[src/rtl/fetch_pkg.sv]
// Shared types and defaults for the instruction fetch stage.
package fetch_pkg;

    localparam int                DEFAULT_XLEN     = 32;
    localparam logic [31:0]       DEFAULT_RESET_PC = 32'h0000_0000;
    localparam int                INSTR_BYTES      = 4;

    // One buffered instruction together with the PC it was fetched from.
    typedef struct packed {
        logic [31:0]             instr;
        logic [DEFAULT_XLEN-1:0] pc;
    } fetch_entry_t;

endpackage

[src/rtl/fetch_fifo.sv]
// Small synchronous FIFO with a flush input. Storage is registered and the
// head entry is read straight out of the storage flops, so a push into an
// empty FIFO becomes visible on the following cycle.
module fetch_fifo #(
    parameter int W     = 64,
    parameter int DEPTH = 2
) (
    input  logic                         clk,
    input  logic                         rst_n,
    input  logic                         flush,
    input  logic                         push,
    input  logic [W-1:0]                 wdata,
    input  logic                         pop,
    output logic [W-1:0]                 rdata,
    output logic [$clog2(DEPTH+1)-1:0]   count
);

    localparam int AW = $clog2(DEPTH);
    localparam int CW = $clog2(DEPTH + 1);
    localparam logic [AW-1:0] PTR_ONE = AW'(1);
    localparam logic [CW-1:0] CNT_MAX = CW'(DEPTH);

    logic [W-1:0]  mem_q [DEPTH];
    logic [W-1:0]  mem_d [DEPTH];
    logic [AW-1:0] wr_ptr_q, wr_ptr_d;
    logic [AW-1:0] rd_ptr_q, rd_ptr_d;
    logic [CW-1:0] count_q, count_d;
    logic          do_push_s;
    logic          do_pop_s;

    // Next-state for pointers, occupancy and storage; flush overrides all.
    always_comb begin
        mem_d     = mem_q;
        wr_ptr_d  = wr_ptr_q;
        rd_ptr_d  = rd_ptr_q;
        count_d   = count_q;
        do_push_s = push && (count_q != CNT_MAX);
        do_pop_s  = pop && (count_q != {CW{1'b0}});
        if (flush) begin
            wr_ptr_d = {AW{1'b0}};
            rd_ptr_d = {AW{1'b0}};
            count_d  = {CW{1'b0}};
        end else begin
            if (do_push_s) begin
                mem_d[wr_ptr_q] = wdata;
                wr_ptr_d        = wr_ptr_q + PTR_ONE;
            end else begin
                wr_ptr_d = wr_ptr_q;
            end
            if (do_pop_s) begin
                rd_ptr_d = rd_ptr_q + PTR_ONE;
            end else begin
                rd_ptr_d = rd_ptr_q;
            end
            count_d = count_q + {{(CW-1){1'b0}}, do_push_s}
                              - {{(CW-1){1'b0}}, do_pop_s};
        end
    end

    // State registers; storage clears on reset so the head reads as zero.
    always_ff @(posedge clk or negedge rst_n) begin
        if (!rst_n) begin
            for (int i = 0; i < DEPTH; i++) begin
                mem_q[i] <= {W{1'b0}};
            end
            wr_ptr_q <= {AW{1'b0}};
            rd_ptr_q <= {AW{1'b0}};
            count_q  <= {CW{1'b0}};
        end else begin
            mem_q    <= mem_d;
            wr_ptr_q <= wr_ptr_d;
            rd_ptr_q <= rd_ptr_d;
            count_q  <= count_d;
        end
    end

    assign rdata = mem_q[rd_ptr_q];
    assign count = count_q;

endmodule

[src/rtl/fetch_unit_chk.sv]
// Invariant checks for the fetch unit's credit and discard bookkeeping.
module fetch_unit_chk #(
    parameter int DEPTH = 2,
    parameter int CW    = 2
) (
    input logic          clk,
    input logic          rst_n,
    input logic [CW-1:0] outstanding,
    input logic [CW-1:0] discard,
    input logic [CW-1:0] shadow_count,
    input logic [CW-1:0] fifo_count
);

    localparam logic [CW:0] DEPTH_C = (CW+1)'(DEPTH);

    // Outstanding reads plus buffered entries never exceed the buffer size.
    a_credit: assert property (@(posedge clk) disable iff (!rst_n)
        (({1'b0, outstanding} + {1'b0, fifo_count}) <= DEPTH_C));

    // Only reads that are actually in flight can be marked for discard.
    a_discard: assert property (@(posedge clk) disable iff (!rst_n)
        (discard <= outstanding));

    // Every kept in-flight read has exactly one tag PC waiting for it.
    a_shadow: assert property (@(posedge clk) disable iff (!rst_n)
        (shadow_count == (outstanding - discard)));

endmodule

[src/rtl/fetch_unit.sv]
// Instruction fetch stage: PC generation, credit-limited memory requests,
// response buffering and redirect flush.
// Optional feature macro: FETCH_MISALIGN_CHECK_EN (misaligned redirect
// raises a sticky fetch_err and halts fetch).
module fetch_unit
    import fetch_pkg::*;
#(
    parameter int              XLEN       = DEFAULT_XLEN,
    parameter logic [XLEN-1:0] RESET_PC   = DEFAULT_RESET_PC,
    parameter int              FIFO_DEPTH = 2
) (
    input  logic            clk,
    input  logic            rst_n,
    output logic            imem_req_valid,
    input  logic            imem_req_ready,
    output logic [XLEN-1:0] imem_req_addr,
    input  logic            imem_rsp_valid,
    input  logic [31:0]     imem_rsp_data,
    output logic            instr_valid,
    input  logic            instr_ready,
    output logic [31:0]     instr,
    output logic [XLEN-1:0] instr_pc,
    input  logic            redirect_valid,
    input  logic [XLEN-1:0] redirect_pc,
    output logic            fetch_err
);

    localparam int              CW       = $clog2(FIFO_DEPTH + 1);
    localparam int              EW       = $bits(fetch_entry_t);
    localparam logic [CW-1:0]   CNT_ONE  = CW'(1);
    localparam logic [CW:0]     DEPTH_C  = (CW+1)'(FIFO_DEPTH);
    localparam logic [XLEN-1:0] PC_STEP  = XLEN'(INSTR_BYTES);
    localparam logic [XLEN-1:0] ALIGN_MASK = {{(XLEN-2){1'b1}}, 2'b00};

    logic [XLEN-1:0] pc_q, pc_d;
    logic [CW-1:0]   outstanding_q, outstanding_d;
    logic [CW-1:0]   discard_q, discard_d;

    logic [CW:0]     credit_sum_s;
    logic            halted_s;
    logic            req_fire_s;
    logic            rsp_keep_s;
    logic            instr_pop_s;
    logic [XLEN-1:0] target_s;

    fetch_entry_t    ififo_wdata_s;
    logic [EW-1:0]   ififo_rdata_s;
    fetch_entry_t    ififo_head_s;
    logic [CW-1:0]   ififo_count_s;
    logic [XLEN-1:0] shadow_pc_s;
    logic [CW-1:0]   shadow_count_s;

`ifdef FETCH_MISALIGN_CHECK_EN
    logic err_q, err_d;
    logic misalign_s;

    // Misaligned redirect target is kept as-is and flagged.
    always_comb begin
        target_s   = redirect_pc;
        misalign_s = (redirect_pc[1:0] != 2'b00);
        err_d      = err_q | (redirect_valid & misalign_s);
    end

    // Sticky error flag; only reset clears it.
    always_ff @(posedge clk or negedge rst_n) begin
        if (!rst_n) begin
            err_q <= 1'b0;
        end else begin
            err_q <= err_d;
        end
    end

    assign halted_s  = err_q;
    assign fetch_err = err_q;
`else
    // Redirect target is forced word-aligned.
    always_comb begin
        target_s = redirect_pc & ALIGN_MASK;
    end

    assign halted_s  = 1'b0;
    assign fetch_err = 1'b0;
`endif

    // Request credit, handshake qualification and buffer control.
    always_comb begin
        credit_sum_s   = {1'b0, outstanding_q} + {1'b0, ififo_count_s};
        imem_req_valid = rst_n && !halted_s && !redirect_valid
                         && (credit_sum_s < DEPTH_C);
        req_fire_s     = imem_req_valid && imem_req_ready;
        rsp_keep_s     = imem_rsp_valid && !redirect_valid
                         && (discard_q == {CW{1'b0}});
        instr_pop_s    = instr_valid && instr_ready && !redirect_valid;
        ififo_wdata_s.instr = imem_rsp_data;
        ififo_wdata_s.pc    = shadow_pc_s;
    end

    // Next PC, in-flight count and discard count; redirect wins.
    always_comb begin
        pc_d          = pc_q;
        discard_d     = discard_q;
        outstanding_d = outstanding_q + {{(CW-1){1'b0}}, req_fire_s}
                                      - {{(CW-1){1'b0}}, imem_rsp_valid};
        if (redirect_valid) begin
            pc_d      = target_s;
            discard_d = outstanding_d;
        end else begin
            if (req_fire_s) begin
                pc_d = pc_q + PC_STEP;
            end else begin
                pc_d = pc_q;
            end
            if (imem_rsp_valid && (discard_q != {CW{1'b0}})) begin
                discard_d = discard_q - CNT_ONE;
            end else begin
                discard_d = discard_q;
            end
        end
    end

    // Fetch state registers.
    always_ff @(posedge clk or negedge rst_n) begin
        if (!rst_n) begin
            pc_q          <= RESET_PC;
            outstanding_q <= {CW{1'b0}};
            discard_q     <= {CW{1'b0}};
        end else begin
            pc_q          <= pc_d;
            outstanding_q <= outstanding_d;
            discard_q     <= discard_d;
        end
    end

    // Tag PCs of kept in-flight reads, matched to responses in order.
    fetch_fifo #(
        .W     (XLEN),
        .DEPTH (FIFO_DEPTH)
    ) u_shadow (
        .clk   (clk),
        .rst_n (rst_n),
        .flush (redirect_valid),
        .push  (req_fire_s),
        .wdata (pc_q),
        .pop   (rsp_keep_s),
        .rdata (shadow_pc_s),
        .count (shadow_count_s)
    );

    // Instruction buffer feeding the decoder.
    fetch_fifo #(
        .W     (EW),
        .DEPTH (FIFO_DEPTH)
    ) u_ififo (
        .clk   (clk),
        .rst_n (rst_n),
        .flush (redirect_valid),
        .push  (rsp_keep_s),
        .wdata (ififo_wdata_s),
        .pop   (instr_pop_s),
        .rdata (ififo_rdata_s),
        .count (ififo_count_s)
    );

    assign ififo_head_s  = fetch_entry_t'(ififo_rdata_s);
    assign instr_valid   = (ififo_count_s != {CW{1'b0}});
    assign instr         = ififo_head_s.instr;
    assign instr_pc      = ififo_head_s.pc;
    assign imem_req_addr = pc_q;

    fetch_unit_chk #(
        .DEPTH (FIFO_DEPTH),
        .CW    (CW)
    ) u_chk (
        .clk          (clk),
        .rst_n        (rst_n),
        .outstanding  (outstanding_q),
        .discard      (discard_q),
        .shadow_count (shadow_count_s),
        .fifo_count   (ififo_count_s)
    );

endmodule

[config.mk]
export PLATFORM = sky130hd
export DESIGN_NAME = fetch_unit
export DESIGN_NICKNAME = d
export VERILOG_FILES = /design/src/rtl/fetch_pkg.sv /design/src/rtl/fetch_fifo.sv /design/src/rtl/fetch_unit_chk.sv /design/src/rtl/fetch_unit.sv
export SDC_FILE = /design/constraint.sdc
export NUM_CORES = 1
export LEC_CHECK = 0
export CORE_MARGIN = 1.5
export CORE_UTILIZATION = 55
export DETAILED_ROUTE_END_ITERATION = 12
export PLACE_DENSITY = 0.82
export SETUP_SLACK_MARGIN = 0.2
export SKIP_CTS_REPAIR_TIMING = 1
export SLEW_MARGIN = 40
export SYNTH_ARGS = -nofsm -noshare
export SYNTH_HDL_FRONTEND = slang
export SYNTH_SLANG_ARGS = --single-unit
[constraint.sdc]
create_clock -name clk -period 7.8 [get_ports clk]
set_clock_uncertainty 0.1 [all_clocks]
set_input_delay 1.56 -clock clk [delete_from_list [all_inputs] [get_ports clk]]
set_output_delay 1.56 -clock clk [all_outputs]
set_load 0.05 [all_outputs]
After elaboration in Yosys (flattened, before gate mapping). Index checks and enable logic that the tools add are counted.

Divide/modulo/power cells: 0. Bitwise gates (word level): 5. Magnitude comparators: 7. Reduce and logical (&&, ||, !) cells: 27. Multipliers: 0. $add $sub $neg: 13. Shifts and indexed selects: 0. Eq/ne operators: 2. Multiplexer cells: 26.

Operators with widths (number): $mux W64 (4); $mux W32 (6); $bwmux W128 (1); $bwmux W64 (1); $demux W64 S1 (1); $add A32 B3 Y32 const B (1); $demux W32 S1 (1); $reduce_bool A2 Y1 (9); $logic_and A1 B1 Y1 (14); $ge A2 B2 Y1 const B (4); $mux W1 (8); $mux W2 (4); $not A1 Y2 (4); $add A2 B1 Y2 (3); $sub A2 B1 Y2 (3); $add A1 B1 Y1 const B (4); $lt A2 B1 Y1 const B (2); $ne A2 B2 Y1 const B (2); $reduce_and A2 Y1 (2); $add A2 B2 Y3 (1); $lt A3 B2 Y1 const B (1); $logic_not A2 Y1 (1); $sub A2 B1 Y2 const B (1); $logic_not A1 Y1 (1); $not A1 Y1 (1).

Latch bits: 0. Output and inout bits: 99. Bits of input ports: 70. RAM bits: 0. Memories: 0. Logic and storage cells: 93. Bits in registers: 236. Memory bits (read-only): 0.

Logic depth before layout (Yosys ltp). Gate-level depths: netlist (run 1).

Depth after elaboration: 8. Gate-level depth with buffers: 11. Mapped depth without buffers: 11.

Modules after synthesis. A second synthesis (run 1) with hierarchy kept.

Cell total of the unflattened synthesis: 790. Area total of the unflattened synthesis: 10906.7 µm².

Modules (own cells, without submodules): fetch_fifo at u_ififo (sequential area each 3303.2 µm², area an instance 5776.8 µm², instances 1, cells each 364); fetch_fifo at u_shadow (sequential area each 1701.6 µm², area an instance 2995.4 µm², instances 1, cells each 194); fetch_unit (sequential area each 850.8 µm², area an instance 2134.5 µm², instances 1, cells each 232).

Least setup slack after synthesis (run 1). Ideal clock, no wire load.

Path type: input -> output. From: input port redirect_valid. To: output port imem_req_valid. Path buffers: 0. Data required time: 6.140 ns. Data arrival time: 2.297 ns. Stages on the path: 1. Slack: 3.843 ns. Path through: nor4b_4.

Word-level cells in the longest chain between the ends: 3.

Ends and longest elaborated chain: from (decl) (line fetch_unit.sv:23) `input logic redirect_valid,`; $logic_not A1 Y1 (line fetch_unit.sv:88) `imem_req_valid = rst_n && !halted_s && !redirect_valid`; $logic_and A1 B1 Y1 (line fetch_unit.sv:88); $logic_and A1 B1 Y1 (line fetch_unit.sv:89) `&& (credit_sum_s < DEPTH_C);`; to (decl) (line fetch_unit.sv:14) `output logic imem_req_valid,`.

No other way between the ends.

Worst setup path in the final report (run 1). Ends and elaborated chain as after synthesis.

==> results of run 1 <==
[metrics by stage]
stage | area [um2] | worst slack (ns) | total power [uW] | hold WS [ns]
finish | 13000 | 2.79 | 5090 | 0.384
global route | 13000 | 2.72 | 5340 | 0.412
CTS | 13000 | 2.54 | 5130 | 0.388
detailed placement | 12200 | 2.54 | 3970 | 0.371
global placement | 12200 | 2.56 | 3920 | 0.367
floorplan | 10400 | 3.84 | 3330 | 0.344
[worst max-delay path, stage by stage]
cell and delay (ns):
sky130_fd_sc_hd__buf_2 0.09, sky130_fd_sc_hd__buf_4 0.28, sky130_fd_sc_hd__nor4b_4 0.46, sky130_fd_sc_hd__clkdlybuf4s50_1 0.92
[final cells by class]
class / instances / area [um2]
Sequential cell: 226 / 5660
Fill cell: 1324 / 5540
Multi-Input combinational cell: 493 / 4500
Timing Repair Buffer: 172 / 1750
Clock buffer: 40 / 772
Tap cell: 234 / 293
Inverter: 11 / 41.3
Clock inverter: 5 / 31.3
[layer usage]
| layer | part of all wire (%) | routed length (um) | up-vias | global-route usage, % |
|---|---|---|---|---|
| li1 | - | - | 3117 | - |
| met1 | 44 | 9770 | 3418 | 31.6 |
| met2 | 49 | 10700 | 180 | 38.9 |
| met3 | 5.3 | 1160 | 35 | 3.76 |
| met4 | 1.8 | 401 | 0 | 5.43 |
| met5 | 0 | 0 | - | 0 |
[power groups by stage]
stage               Combinational (uW)  Sequential (uW)  Clock (uW)
CTS                               2150             1810        1160
detailed placement                2140             1830           0
finish                            2140             1810        1130
global route                      2270             1870        1200
floorplan                         1530             1800           0
global placement                  2110             1810           0
[state kept, by name, summed over array words and instances, names as in the netlist]
| signal | cells |
|---|---|
| imem_req_addr | 30 |
| u_ififo.mem_q | 124 |
| u_shadow.count | 2 |
| u_shadow.rd_ptr_q | 1 |
| u_shadow.mem_q | 60 |
| u_shadow.wr_ptr_q | 1 |
| u_ififo.rd_ptr_q | 1 |
| u_ififo.wr_ptr_q | 1 |
| u_ififo.count | 2 |
| outstanding_q | 2 |
| discard_q | 2 |
[Yosys cell counts, types with 4 or more instances]
cell / instances
sky130_fd_sc_hd__inv_1: 11
sky130_fd_sc_hd__buf_1: 5
sky130_fd_sc_hd__o31ai_1: 12
sky130_fd_sc_hd__nand3_1: 14
sky130_fd_sc_hd__nor2_1: 17
sky130_fd_sc_hd__a31oi_1: 8
sky130_fd_sc_hd__dfrtp_1: 226
sky130_fd_sc_hd__buf_2: 8
sky130_fd_sc_hd__and3_1: 4
sky130_fd_sc_hd__nor2b_1: 9
sky130_fd_sc_hd__mux2_2: 273
sky130_fd_sc_hd__xnor2_1: 8
sky130_fd_sc_hd__nand2_1: 37
sky130_fd_sc_hd__o21ai_0: 15
sky130_fd_sc_hd__and4_1: 4
sky130_fd_sc_hd__clkbuf_1: 33
sky130_fd_sc_hd__ha_1: 8
sky130_fd_sc_hd__or4_1: 15
sky130_fd_sc_hd__o211ai_1: 5
sky130_fd_sc_hd__o311ai_0: 4
sky130_fd_sc_hd__buf_4: 5
sky130_fd_sc_hd__xor2_1: 11
sky130_fd_sc_hd__nand4_1: 15
[cells by family (layout without fill, tap and decap cells)]
family / Yosys count / count (layout) / synth area share [%]
muxes: 275 / 275 / 29.8
DFF: 226 / 226 / 54.5
and+or+nand+nor: 134 / 134 / 7.15
buffers and inverters: 62 / 228 / 2.52
AOI/OAI and AO/OA: 51 / 51 / 3.27
xor gates and xnor gates: 19 / 19 / 1.60
adders and majority gates: 9 / 9 / 1.16
other: 1 / 5 / 0.0361
[path summary, 6_finish.rpt]
check	cells past startpoint	end
hold reg to reg	2	u_shadow.mem_q[12]
max in group asynchronous	3	u_ififo.mem_q[19]
hold / removal	2	u_shadow.mem_q[12]
min in group asynchronous	1	u_ififo.mem_q[103]
setup reg to reg	6	imem_req_addr[29]
setup / recovery	4	imem_req_valid
==> Flow_metrics.wiki, run 1 <==
{| class="wikitable"
! Metric !! Value
|-
| Utilization after layout || 70.2%
|-
| Clock Pin Slew Worst Setup and Hold Paths || 0.06 ns
|-
| Worst hold path class || flop to flop
|-
| Number of global-route vias before repair || 7089
|-
| Prevailing post-synth register cell || sky130_fd_sc_hd__dfrtp_1
|-
| Proportion of power drawn by the clock network || 22.3%
|-
| Switching share of power || 36.9%
|-
| Vert. Die Dim || 140 um
|-
| Drt initial violations || 301
|-
| Number of warnings printed during yosys synthesis || 0
|-
| Avg Cell Area, Syn || 13.4 um2
|-
| Int Power || 3210 uW
|-
| Synth async-reset ratio || 100%
|-
| Number of buffers on the longest clock path || 3
|-
| Setup violators final || 0
|-
| Number of vias per cell || 5.72
|-
| Global-route wire length before repair || 36900 um
|-
| Share of total power in combinational logic || 42.1%
|-
| Post-route minimum period || 5.01 ns
|-
| Clock net sink count || 226
|-
| Number of nets in the layout || 1008
|-
| Hold wc startpoint || u_shadow.mem_q[12]
|-
| Maxcap violations || 0
|-
| Leak pwr || 0.00577 uW
|-
| Post-detailed-route wirelength per cell || 18.7 um
|-
| Die outline area || 19700 um2
|-
| Count of input and output buffers || 161
|-
| Final cycle utilization of the critical path || 64.3%
|-
| Effective utilization at floorplan || 55.9%
|-
| Number of H-tree branching levels || 1
|-
| Global-route congestion overflow total || 0
|-
| Peak ir drop on the vdd network || 0.265 mV
|-
| Launching point of the worst reg2reg path || u_ififo.count[0]
|-
| CP Class || input pin to output port
|-
| P_sw || 1880 uW
|-
| Standard-cell row count || 50
|-
| Number of standard cells after synthesis || 777
|-
| Gpl congestion || 0.842
|-
| Setup_tns || 0 ns
|-
| DRC violations left || 0
|-
| Initial DRT Pass Iterations || 4
|-
| Number of flops mapped to enable cells by yosys || 0
|-
| Leading cell types in the layout, fill and taps excluded || sky130_fd_sc_hd__mux2_2 (273), sky130_fd_sc_hd__dfrtp_1 (225), sky130_fd_sc_hd__clkdlybuf4s50_1 (159)
|-
| Slack of the worst reg-to-reg path || 4.50 ns
|-
| Worst Tran Pin Value || 0.739 ns
|-
| TritonCTS clock tree || done
|-
| Fmax || 199 MHz
|-
| Filler-free cell count of the finished design || 1181
|-
| Pwr per Cell Area || 390 nW/um2
|-
| Share of layout cells above drive strength 1 || 35.2%
|-
| Pins over their slew limit || 0
|-
| Synth Register Bits || 226
|-
| Global routing usage summed across all routing layers || 23.1%
|-
| Largest net degree at the start of global routing || 110
|-
| Clock root cell || sky130_fd_sc_hd__clkbuf_16
|-
| Crit path from || redirect_valid
|-
| Required time reported for the critical path endpoint || 6.14 ns
|-
| Largest fanout on the critical path || 58
|-
| Total CTS buffers || 25
|-
| HPWL after detailed placement || 14000 um
|-
| Sort of element at the start of the critical path || input pin
|-
| CP arrival || 3.35 ns
|-
| Most common cell after layout, fill and taps aside || sky130_fd_sc_hd__mux2_2
|-
| Area growth from synthesis to final layout || 25.6%
|-
| Result of the run || finished clean
|-
| Initial antenna violation count || 0
|-
| Via count || 6750
|-
| Clock network latency to the later pin of the worst-skew pair || 0.52 ns
|-
| Unrepaired setup endpoints after global routing || no
|-
| Post-detailed-routing wire length || 22100 um
|-
| Seq pwr share || 35.6%
|-
| Diodes inserted || 0
|-
| Yosys top cell by area || sky130_fd_sc_hd__dfrtp_1
|-
| Cell area after technology mapping || 10400 um2
|-
| Share of Yosys cell area claimed by the top area cell type || 54.5%
|-
| Worst relative slew slack || 50.6%
|-
| Width of the chip || 140 um
|-
| Count of pins on the block boundary || 169
|-
| Area of the placeable core || 18600 um2
|-
| Cell total after placement || 1133
|-
| Share of the yosys chip area belonging to registers || 54.5%
|-
| Antenna violation net count after detailed routing || 0
|-
| Sort of element at the end of the critical path || output port
|-
| Final hold viol count || 0
|-
| Cell types occupying the most area after synthesis || sky130_fd_sc_hd__dfrtp_1 (54%), sky130_fd_sc_hd__mux2_2 (30%), sky130_fd_sc_hd__nand2_1 (1.3%)
|-
| Count of cell types in the netlist || 41
|}
No activity file was read; power rests on OpenSTA's default activity.
==> run 2, diff against run 1 <==
- CORE_UTILIZATION: 55 -> 49
- PLACE_DENSITY: 0.82 -> 0.77
- clock period: 7.8 -> 4.3 ns (I/O delays scaled with it)
==> Flow_metrics.wiki, run 2 (synthesized netlist as in run 1, its figures left out) <==
{| class="wikitable"
! Metric !! Value
|-
| Area growth from synthesis to final layout || 25.9%
|-
| Effective utilization at floorplan || 49.7% (-6.2 points)
|-
| Share of layout cells above drive strength 1 || 35.3% (+0.14 points)
|-
| Clock Pin Slew Worst Setup and Hold Paths || 0.06 ns (about the same)
|-
| Clock root cell || sky130_fd_sc_hd__clkbuf_16
|-
| Fmax || 275 MHz
|-
| Final hold viol count || 0 (unchanged)
|-
| Diodes inserted || 0 (unchanged)
|-
| Setup_tns || 0 ns (unchanged)
|-
| Pwr per Cell Area || 706 nW/um2 (+81%)
|-
| Worst slack on hold paths || 0.130 ns (-0.254 ns)
|-
| Clock net sink count || 226 (unchanged)
|-
| Delay of the slowest cell on the worst path || 0.71 ns (-0.21 ns)
|-
| Most common cell after layout, fill and taps aside || sky130_fd_sc_hd__mux2_2
|-
| Total chip power || 9230 uW (+81%)
|-
| Die outline area || 22100 um2 (+12%)
|-
| Area of the placeable core || 20900 um2 (+12%)
|-
| Initial antenna violation count || 0 (unchanged)
|-
| Reg-to-Reg End || discard_q[1]
|-
| Crit path max-delay family || buffers and inverters
|-
| Pins over their slew limit || 0 (unchanged)
|-
| Count of pins on the block boundary || 169 (unchanged)
|-
| Number of H-tree branching levels || 1 (unchanged)
|-
| Number of buffers on the longest clock path || 3 (unchanged)
|-
| Gpl congestion || 0.784 (-6.9%)
|-
| Cell count of the worst reg-to-reg path || 11 (+5)
|-
| Clock network latency to the later pin of the worst-skew pair || 0.52 ns (about the same)
|-
| Slack of the worst reg-to-reg path || 1.43 ns (-3.07 ns)
|-
| Global routing usage summed across all routing layers || 20.7% (-2.3 points)
|-
| Sort of element at the start of the critical path || flop
|-
| Sort of element at the end of the critical path || output port
|-
| Setup violators final || 0 (unchanged)
|-
| Largest fanout on the critical path || 48 (-17%)
|-
| Worst Tran Pin Value || 0.725 ns (-0.0136 ns)
|-
| Post-detailed-route wirelength per cell || 18.1 um (-3.1%)
|-
| Post-DP Area || 12300 um2 (+0.93%)
|-
| Flip-flop count of the largest register after layout || 124 (unchanged)
|-
| Antenna violation net count after detailed routing || 0 (unchanged)
|-
| Result of the run || finished clean
|-
| Leading cell types in the layout, fill and taps excluded || sky130_fd_sc_hd__mux2_2 (273), sky130_fd_sc_hd__dfrtp_1 (224), sky130_fd_sc_hd__clkdlybuf4s50_1 (158)
|-
| Number of global-route vias before repair || 6935 (-2.2%)
|-
| Peak ir drop on the vdd network || 0.537 mV (+100%)
|-
| CP Class || flop to output port
|-
| TritonCTS clock tree || done
|-
| Worst hold path class || input pin to async pin
|-
| Post-route minimum period || 3.63 ns
|-
| Unrepaired setup endpoints after global routing || no
|-
| Number of nets in the layout || 1008 (unchanged)
|-
| Largest net degree at the start of global routing || 77 (-30%)
|-
| Required time reported for the critical path endpoint || 3.34 ns (-2.80 ns)
|-
| DRC violations left || 0 (unchanged)
|-
| Register bank with the most flops || u_ififo.mem_q
|-
| Cell with the largest stage delay on the worst path || sky130_fd_sc_hd__clkdlybuf4s50_1
|-
| Standard-cell row count || 53 (+6.0%)
|-
| Number of vias per cell || 5.48 (-4.1%)
|-
| Global-route congestion overflow total || 0 (unchanged)
|-
| Count of input and output buffers || 161 (unchanged)
|-
| Drt initial violations || 244 (-19%)
|-
| Post-detailed-routing wire length || 22100 um (+0.15%)
|-
| Final cycle utilization of the critical path || 84.4%
|-
| CP arrival || 2.67 ns (-0.68 ns)
|-
| Initial DRT Pass Iterations || 4 (unchanged)
|-
| HPWL after detailed placement || 14400 um (+2.7%)
|-
| Via count || 6694 (-0.83%)
|-
| Width of the chip || 149 um (+5.8%)
|-
| Cell-by-cell listing of the critical path || buf_12 -> mux2_2 -> clkdlybuf4s50_1
|-
| Total CTS buffers || 25 (unchanged)
|-
| Fill cell instance count of the final layout || 1679 (+27%)
|-
| Launching point of the worst reg2reg path || outstanding_q[0]
|-
| Global-route wire length before repair || 36700 um (-0.50%)
|-
| Worst relative slew slack || 51.7% (+1.0 points)
|-
| Leak pwr || 0.00575 uW (-0.34%)
|-
| Final std cell area, no fill || 13100 um2 (+0.27%)
|-
| Buffer and inverter count on the worst path || 2 (-1)
|-
| Maxcap violations || 0 (unchanged)
|-
| Vert. Die Dim || 149 um (+5.8%)
|}
[run 2: cell types whose count changed in the layout (fill, tap and decap cells not counted), sizes merged]
cell / delta
inv: +1
clkinvlp: -1
clkdlybuf4s50: -1
buf: +1
clkinv: -1
[run 2: cell type report]
| type | count | area [um2] | share of cell area [%] |
|---|---|---|---|
| Clock buffer | 40 | 772 | 5.90 |
| Clock inverter | 4 | 27.5 | 0.211 |
| Inverter | 11 | 41.3 | 0.316 |
| Multi-Input combinational cell | 493 | 4490 | 34.4 |
| Sequential cell | 226 | 5660 | 43.3 |
| Tap cell | 275 | 344 | 2.63 |
| Timing Repair Buffer | 172 | 1740 | 13.3 |
[run 2: worst reg2reg max path, stage by stage, from the launching register on]
cell                      delay (ns)
sky130_fd_sc_hd__dfrtp_1        0.37
sky130_fd_sc_hd__and2_1         0.16
sky130_fd_sc_hd__fa_1           0.51
sky130_fd_sc_hd__nor4b_4        0.45
sky130_fd_sc_hd__nand2_1        0.19
sky130_fd_sc_hd__ha_1           0.31
sky130_fd_sc_hd__inv_1          0.04
sky130_fd_sc_hd__ha_1           0.18
sky130_fd_sc_hd__xnor2_1        0.17
sky130_fd_sc_hd__xnor2_1        0.16
sky130_fd_sc_hd__nand2_1        0.07
sky130_fd_sc_hd__o21ai_0        0.07
[run 2: worst max path at each step]
stage,slack (ns),to,cells after the start,start
final,0.67,instr_pc[11],3,u_ififo.rd_ptr_q
after global routing,0.57,instr_pc[10],3,u_ififo.rd_ptr_q
after CTS,0.60,instr_pc[13],3,u_ififo.rd_ptr_q
after detailed placement,0.96,u_ififo.mem_q[105],6,imem_rsp_valid
after global placement,0.99,u_ififo.mem_q[108],6,imem_rsp_valid
after floorplan,1.16,u_shadow.mem_q[44],8,outstanding_q[0]
[run 2: per-layer routing]
metal / vias to the layer above / GRT usage, % / part of all wire, %
li1: 3109 / - / -
met1: 3404 / 28.6 / 44
met2: 143 / 34.1 / 49
met3: 38 / 3.07 / 4.1
met4: 0 / 6.09 / 2.7
met5: - / 0 / 0
[run 2: stage by stage]
stage	cells	util, %	worst slack [ns]
detailed placement	1177	58.7	0.959
finish	1221	62.6	0.669
global route	1221	62.6	0.571
CTS	1221	62.6	0.596
global placement	1177	58.7	0.986
floorplan	781	-	1.16
[run 2: power by group]
part | total [uW] | leakage [uW] | internal (uW) | switching (uW)
Clock | 2050 | 0.000397 | 1220 | 823
Combinational | 3900 | 0.00247 | 1740 | 2170
Sequential | 3280 | 0.00288 | 2870 | 414
Total | 9230 | 0.00575 | 5830 | 3410
